## config.mk

```make
export PLATFORM = sky130hd
export DESIGN_NAME = cbb_rr_mux_pipe
export DESIGN_NICKNAME = d
export VERILOG_FILES = /design/src/rtl/cbb_rr_mux_pipe.sv
export SDC_FILE = /design/constraint.sdc
export NUM_CORES = 1
export LEC_CHECK = 0
export ABC_AREA = 1
export CAP_MARGIN = 20
export CORE_AREA = 4 4 80 82
export CTS_CLUSTER_SIZE = 24
export DETAILED_ROUTE_END_ITERATION = 6
export DIE_AREA = 0 0 84 86
export PLACE_DENSITY_LB_ADDON = 0.08
export SLEW_MARGIN = 20
export SYNTH_ARGS = -nofsm -noshare
export SYNTH_HDL_FRONTEND = slang
export SYNTH_SLANG_ARGS = --single-unit
```

## constraint.sdc

```tcl
create_clock -name clk -period 2.9 [get_ports clk]
set_input_delay 0.58 -clock clk [delete_from_list [all_inputs] [get_ports clk]]
set_output_delay 0.58 -clock clk [all_outputs]
set_load 0.05 [all_outputs]
```

## src/rtl/cbb_rr_mux_pipe.sv

```systemverilog
// N-channel round-robin mux with optional packet lock, feeding a 2-entry output FIFO.
// in_ready depends only on registered state and in_valid, never on out_ready.
module cbb_rr_mux_pipe #(
  parameter int unsigned WIDTH    = 8,
  parameter int unsigned N        = 4,
  parameter bit          LOCK_PKT = 1'b1
) (
  input  logic               clk,
  input  logic               rst_n,
  input  logic [N-1:0]       in_valid,
  output logic [N-1:0]       in_ready,
  input  logic [WIDTH*N-1:0] in_data,
  input  logic [N-1:0]       in_last,
  output logic               out_valid,
  input  logic               out_ready,
  output logic [WIDTH-1:0]   out_data,
  output logic               out_last,
  output logic [N-1:0]       out_sel
);

  localparam int unsigned PW = (N > 1) ? $clog2(N) : 1;

  logic [PW-1:0]    ptr_q, lock_ch_q;
  logic             lock_q;
  logic [1:0]       cnt_q, cnt_d;
  logic             wr_q, rd_q;
  logic [WIDTH-1:0] data_q [2];
  logic             last_q [2];
  logic [N-1:0]     sel_q  [2];

  logic [N-1:0]     grant;
  logic [PW-1:0]    gidx, cand, ptr_nxt;
  logic             gvalid, push, pop, plast;
  logic [WIDTH-1:0] pdata;

  // Channel index base+off, wrapped modulo N (N need not be a power of two).
  function automatic logic [PW-1:0] wrap_add(input logic [PW-1:0] base, input int unsigned off);
    int unsigned s;
    s = 32'(base) + off;
    if (s >= N) s = s - N;
    return PW'(s);
  endfunction

  always_comb begin
    grant  = '0;
    gidx   = '0;
    gvalid = 1'b0;
    cand   = '0;
    if (lock_q) begin
      gidx   = lock_ch_q;
      gvalid = in_valid[lock_ch_q];
    end else begin
      // Scan from farthest to nearest so the channel closest to ptr wins.
      for (int unsigned k = N; k > 0; k--) begin
        cand = wrap_add(ptr_q, k - 1);
        if (in_valid[cand]) begin
          gidx   = cand;
          gvalid = 1'b1;
        end
      end
    end
    if (gvalid) grant[gidx] = 1'b1;
  end

  always_comb begin
    pdata = '0;
    for (int unsigned i = 0; i < N; i++) begin
      if (grant[i]) pdata = in_data[i*WIDTH +: WIDTH];
    end
  end

  assign plast   = in_last[gidx];
  assign ptr_nxt = wrap_add(gidx, 1);

  // rst_n gating keeps in_ready low while the block is held in reset.
  assign in_ready = grant & {N{(cnt_q != 2'd2) & rst_n}};
  assign push     = gvalid & (cnt_q != 2'd2) & rst_n;
  assign pop      = (cnt_q != 2'd0) & out_ready;

  always_comb begin
    cnt_d = cnt_q;
    if (push && !pop)      cnt_d = cnt_q + 2'd1;
    else if (pop && !push) cnt_d = cnt_q - 2'd1;
  end

  always_ff @(posedge clk or negedge rst_n) begin
    if (!rst_n) begin
      ptr_q     <= '0;
      lock_q    <= 1'b0;
      lock_ch_q <= '0;
      cnt_q     <= 2'd0;
      wr_q      <= 1'b0;
      rd_q      <= 1'b0;
      data_q[0] <= '0;
      data_q[1] <= '0;
      last_q[0] <= 1'b0;
      last_q[1] <= 1'b0;
      sel_q[0]  <= '0;
      sel_q[1]  <= '0;
    end else begin
      cnt_q <= cnt_d;
      if (pop) rd_q <= ~rd_q;
      if (push) begin
        wr_q         <= ~wr_q;
        data_q[wr_q] <= pdata;
        last_q[wr_q] <= plast;
        sel_q[wr_q]  <= grant;
        if (LOCK_PKT && !plast) begin
          lock_q    <= 1'b1;
          lock_ch_q <= gidx;
        end else begin
          lock_q <= 1'b0;
          ptr_q  <= ptr_nxt;
        end
      end
    end
  end

  assign out_valid = (cnt_q != 2'd0);
  assign out_data  = data_q[rd_q];
  assign out_last  = last_q[rd_q];
  assign out_sel   = sel_q[rd_q];

endmodule

```

==> results.py, run 1 <==
metrics = {
    "routing": {
        "drtIter0Drc": 132,
        "met2_length_um": 3350,
        "viasPerCell": 4.72,
        "routed.top_layer": "met4",
        "drc": 0,
        "wl_met1_um": 2970,
        "route.met3.wl_um": 254,
        "drt_wl_total_um": 6670,
        "dr_total_vias": 2509,
        "drtPass1Iterations": 4,
        "antenna_left": 0,
        "wire_per_inst_um": 12.5,
    },
    "synth": {
        "synth_largest_area_cell": "dfrtp_1",
        "synth_ff_type": "dfrtp_1",
        "ys_ff_latch": 35,
        "synth.avg_cell_area_um2": 6.79,
        "synth_edf_count": 0,
        "synthArstFlopShare_pct": 100,
        "synth_common_cells": "nand2_1 (154), nand3_1 (42), dfrtp_1 (35)",
        "yosysTopAreaCellShare_pct": 35.1,
        "ys.warnings.count": 0,
        "synth_nets": 415,
        "netlist_top_cells_area": "dfrtp_1 (35%), nand2_1 (23%), nand3_1 (8.4%), nand3_2 (4.8%), inv_1 (4.7%)",
        "synthesis.area_um2": 2490,
        "ys_seq_area_share_pct": 35.1,
        "ys_types": 32,
        "synth_most_common_cell": "nand2_1",
        "synthCells": 367,
    },
    "die": {
        "chipHeight_um": 86,
        "rows": 28,
        "initial_core_util_pct": 43.4,
        "die_area_um2": 7220,
        "core_area_um2": 5750,
        "ios": 61,
        "dieWidth_um": 84,
    },
    "timing": {
        "fin_hold_ws_ps": 474,
        "finalClockSkew_ps": 6.32,
        "rsz0062_at_grt": "yes",
        "period_needed_ps": 2790,
        "slew_headroom_pct": 29.4,
        "fmax_ghz": 0.358,
        "hold_viol": 0,
        "fin_crit_sh_pct": 96.2,
        "final-max-slew-violation-count": 0,
        "finalSetupViolCount": 0,
        "worst_pin_slew_ps": 1050,
        "fin_setup_tns_ps": 0,
        "fin_ws_ps": 110,
    },
    "setup_path": {
        "endpoint_kind": "primary output",
        "worst_setup_path_start_kind": "primary input",
        "required_ps": 2320,
        "slowest_stage": "dlygate4sd2_1",
        "worstSetupPathType": "in -> out",
        "crit_fanout": 6,
        "path_cells": "dlygate4sd2_1 > inv_2 > nand2_2 > nand3_2 > nand2_1 > a31oi_1 > nand2_2 > o21ai_4 > ha_4 > inv_1 > nor2_2 > inv_2 > nor2_4 > buf_12",
        "cp.arrival_ps": 2210,
        "slowest_delay_ps": 250,
        "critPathBufInv": 5,
        "crit_family": "buffers and inverters",
    },
    "cts": {
        "path_clk_slew_ps": 70,
        "clock_latency_ps": 280,
        "cts_tree": "done",
        "cts_sinks": 35,
        "cts_root_buf": "clkbuf_8",
        "cts_buffers": 5,
        "h-tree-depth": 2,
        "clockBufferDepth": 2,
    },
    "cells_and_area": {
        "fill_cells": 519,
        "regArea_um2": 878,
        "nNetsFinal": 504,
        "multi_input_area_um2": 1530,
        "diodes": 0,
        "fin_util_pct": 63.2,
        "drive_gt1_share_pct": 27.8,
        "area_growth_pct": 45.7,
    },
    "global_routing": {
        "grt.total_usage_pct": 18.9,
        "grt_pass1_wl_um": 11200,
        "grt_overflow": 0,
        "grt_pass1_vias": 2476,
        "antenna_found_initial": 0,
        "grt_max_degree": 36,
    },
    "power": {
        "leakagePower_nw": 1.89,
        "total_power_mw": 4.82,
        "max-vdd-ir-drop_v": 0.000805,
        "cellPowerDensity_nw_per_um2": 1330,
    },
    "placement": {
        "io_buffer_count": 60,
        "hpwl_um": 4920,
        "gp_congestion": 0.818,
        "place_ws_ps": -307,
    },
    "job": {
        "cap_violations": 0,
    },
    "status": {
        "outcome": "finished, final reports clean",
    },
    "worst_hold_path": {
        "hold_class": "reg -> reg",
    },
}
[cell families (layout without fill, tap and decap cells)]
kind of cell,after synthesis,count (layout),share of synthesized area [%]
buffers and inverters,54,144,10.0
flip-flops,35,35,35.1
AO/OA/AOI/OAI,25,25,5.77
AND/OR/NAND/NOR,244,244,45.2
adder cells (fa/ha/maj),5,5,2.51
XOR/XNOR,4,4,1.41
[report_power, final]
| part | total [mW] | switching [mW] | internal (mW) |
|---|---|---|---|
| Combinational | 3.65 | 2.21 | 1.43 |
| Clock | 0.348 | 0.180 | 0.168 |
| Sequential | 0.819 | 0.126 | 0.693 |
| Total | 4.82 | 2.52 | 2.30 |
[sequential cells by signal, summed over array words and instances (netlist names)]
signal and flops:
rd_q 1, lock_q 1, sel_q 8, data_q 16, last_q 2, lock_ch_q 2
ptr_q 2, wr_q 1, cnt_q 2
[worst paths after layout]
check	slack, ps	to	from	cells past startpoint
max	110	in_ready[2]	in_valid[1]	14
min	470	lock_ch_q[1]	lock_ch_q[1]	2
max reg2reg	510	data_q[8]	ptr_q[0]	18
min reg2reg	470	lock_ch_q[1]	lock_ch_q[1]	2
max in group asynchronous	1700	ptr_q[0]	rst_n	2
min in group asynchronous	840	data_q[9]	rst_n	2
[layer usage]
metal,track usage (%),vias to the layer above
li1,-,1318
met3,3.55,8
met2,34.1,50
met1,23.3,1133
met5,0,-
met4,4.97,0
[cell type report]
| class | count | area share (%) |
|---|---|---|
| clock buffer | 6 | 2.00 |
| tap | 75 | 2.58 |
| inverter | 43 | 4.72 |
| clock inverter | 2 | 0.344 |
| multi-input combinational | 278 | 42.0 |
| sequential | 35 | 24.2 |
| timing repair buffer | 93 | 24.2 |
[cells in the final DEF, fill, tap and decap left out, types with 6 or more instances in the layout]
cell type        count
nand2_2             13
nand2_1            148
inv_2               11
dfrtp_1             33
o21ai_0             11
nand3_2             13
nand3_1             41
buf_12               6
clkdlybuf4s50_1     39
nor2_1              10
inv_1               26
or2_2                8
buf_4               43
[tightest hold or removal path: cells and delay by family (launching register included)]
family / cells / cell delay (ps)
flip-flops: 1 / 340
AND/OR/NAND/NOR: 2 / 100
[stage by stage]
stage / area, um2 / instances
finish: 3630 / 532
global route: 3630 / 532
CTS: 3490 / 525
detailed placement: 3300 / 514
global placement: 3300 / 514
floorplan: 2520 / 367
[timing repair]
action / 4_1_cts / 5_1_grt
hold buffers: 0 / 0
buffers inserted: 3 / 7
pin swaps: 11 / 6
endpoints found under the hold margin: 0 / 0
setup endpoints to repair: 4 / 4
gates resized for setup: 25 / 17
Note: power is estimated with default switching activity, not from simulation.
==> run 2, diff against run 1 <==
- PLACE_DENSITY: not set -> 0.87
- PLACE_DENSITY_LB_ADDON: 0.08 -> not set
==> run 2 against run 1 <==
The flow now finishes with violations (negative setup slack). Sequential share of layout area down 0.26 points. Via count up 4.2%. Sequential power up 0.6%. Combinational power about the same. Global-route usage up 1.5 points. Sequential cell count unchanged. Critical path depth down 2. Utilization up 0.87 points. Maximum frequency down 4.3%. Total power up 4.1%. Register-to-register slack worse by 170 ps. Cell area up 1.4%. Largest cell class unchanged. Highest routed layer unchanged.
==> results.py, run 2 (same netlist as run 1, synthesis figures left out) <==
metrics = {
    "status": {
        "outcome": "finished with violations",
        "violations": "negative setup slack",
    },
    "routing": {
        "drtIter0Drc": 141,
        "viasPerCell": 4.94,
        "dr_total_vias": 2615,
        "drt_wl_total_um": 7150,
        "drc": 0,
        "antenna_left": 0,
        "wire_per_inst_um": 13.5,
        "drtPass1Iterations": 4,
    },
    "timing": {
        "rsz0062_at_grt": "yes",
        "fin_ws_ps": -15.5,
        "finalSetupViolCount": 3,
        "slew_headroom_pct": 52.4,
        "worst_pin_slew_ps": 713,
        "fin_crit_sh_pct": 101,
        "hold_viol": 0,
        "fin_setup_tns_ps": -40.7,
        "period_needed_ps": 2920,
        "finalClockSkew_ps": 6.52,
        "fmax_ghz": 0.343,
        "final-max-slew-violation-count": 0,
    },
    "global_routing": {
        "grt_pass1_wl_um": 11800,
        "grt_max_degree": 36,
        "grt.total_usage_pct": 20.4,
        "grt_pass1_vias": 2609,
        "grt_overflow": 0,
        "antenna_found_initial": 0,
    },
    "cells_and_area": {
        "diodes": 0,
        "largest_reg_flops": 16,
        "area_growth_pct": 47.7,
        "fill_cells": 491,
        "reg_top3": "data_q (16), sel_q (8)",
        "final_common_cell": "nand2_1",
        "drive_gt1_share_pct": 25.6,
        "final_cell_mix": "nand2_1 (147), clkdlybuf4s50_1 (51), nand3_1 (41)",
        "nNetsFinal": 501,
        "largest_register": "data_q",
    },
    "cts": {
        "cts_buffers": 5,
        "path_clk_slew_ps": 70,
        "h-tree-depth": 2,
        "ctsHoldBuffers": 0,
        "cts_tree": "done",
        "clockBufferDepth": 2,
        "clock_latency_ps": 290,
        "cts_sinks": 35,
        "cts_root_buf": "clkbuf_8",
    },
    "placement": {
        "gp_congestion": 0.885,
        "io_buffer_count": 60,
        "hpwl_um": 5200,
    },
    "setup_path": {
        "crit_fanout": 7,
        "endpoint_kind": "primary output",
        "cp.arrival_ps": 2340,
        "worst_setup_path_start_kind": "flip-flop",
        "required_ps": 2320,
        "rr_startpoint": "ptr_q[0]",
        "crit_start": "ptr_q[0]",
        "worstSetupPathType": "reg -> out",
    },
    "die": {
        "ios": 61,
        "initial_core_util_pct": 43.4,
        "rows": 28,
        "chipHeight_um": 86,
        "dieWidth_um": 84,
        "die_area_um2": 7220,
        "core_area_um2": 5750,
    },
    "power": {
        "cellPowerDensity_nw_per_um2": 1360,
        "leakagePower_nw": 1.87,
        "max-vdd-ir-drop_v": 0.00117,
        "total_power_mw": 5.01,
    },
    "job": {
        "cap_violations": 0,
    },
    "worst_hold_path": {
        "hold_class": "reg -> reg",
        "hold_start": "lock_ch_q[1]",
    },
}
run 2: layout make-up:
type                       count  area [um2]  area share, %
inverter                      43         169           4.59
clock buffer                   6        72.6           1.97
clock inverter                 2        60.1           1.63
tap                           75        93.8           2.55
timing repair buffer          90         875           23.7
multi-input combinational    278        1530           41.6
sequential                    35         881           23.9
run 2: per-layer routing:
| layer | global-route usage (%) | wire length (um) | up-vias | part of all wire [%] |
|---|---|---|---|---|
| met2 | 35.0 | 3490 | 87 | 49 |
| met3 | 5.09 | 439 | 8 | 6.1 |
| li1 | - | - | 1316 | - |
| met1 | 25.2 | 3140 | 1204 | 44 |
| met5 | 0 | 0 | - | 0 |
| met4 | 6.43 | 80 | 0 | 1.1 |
run 2: critical path, cell delays in order (launching register included):
cell     delay (ps)
dfrtp_4         500
buf_12          160
o21ai_4         210
buf_4           140
nand3_1          90
nand4_1         120
nand2_2          80
o21ai_4          90
buf_4           170
ha_4            150
nand2_8          50
nor2_2          120
buf_12          150
run 2: final timing paths:
path,end,slack [ps],cells past startpoint
max,in_ready[3],-20,12
min,lock_ch_q[1],480,2
max reg2reg,data_q[5],340,14
min reg2reg,lock_ch_q[1],480,2
max in group asynchronous,ptr_q[0],1800,2
min in group asynchronous,data_q[5],760,2
run 2: repair_timing:
| item | CTS | global route |
|---|---|---|
| resized for setup | 26 | 18 |
| hold endpoints to repair | 0 | 0 |
| buffers inserted | 3 | 4 |
| endpoints found under the setup margin | 4 | 4 |
| pin swaps | 9 | 12 |
run 2: where the power goes:
group | internal, mW | leakage, nW | switching [mW]
registers | 0.697 | 0.447 | 0.128
logic | 1.41 | 1.35 | 2.26
clock network | 0.344 | 0.0654 | 0.171
total | 2.45 | 1.87 | 2.56
run 2: per-stage QoR:
step                instances  hold slack [ps]  setup WS [ps]  area, um2  utilization, %
floorplan                 367              284           6.08       2520               -
CTS                       525              477           42.6       3560            62.0
finish                    529              477          -15.5       3680            64.1
global placement          514              459           -196       3330            58.0
detailed placement        514              460           -318       3330            58.0
global route              529              512           -124       3680            64.1
==> run 3, diff against run 2 <==
- CTS_CLUSTER_DIAMETER: not set -> 50
==> results of run 3 <==
Final layout, timing and power as in run 2 (identical DEF).
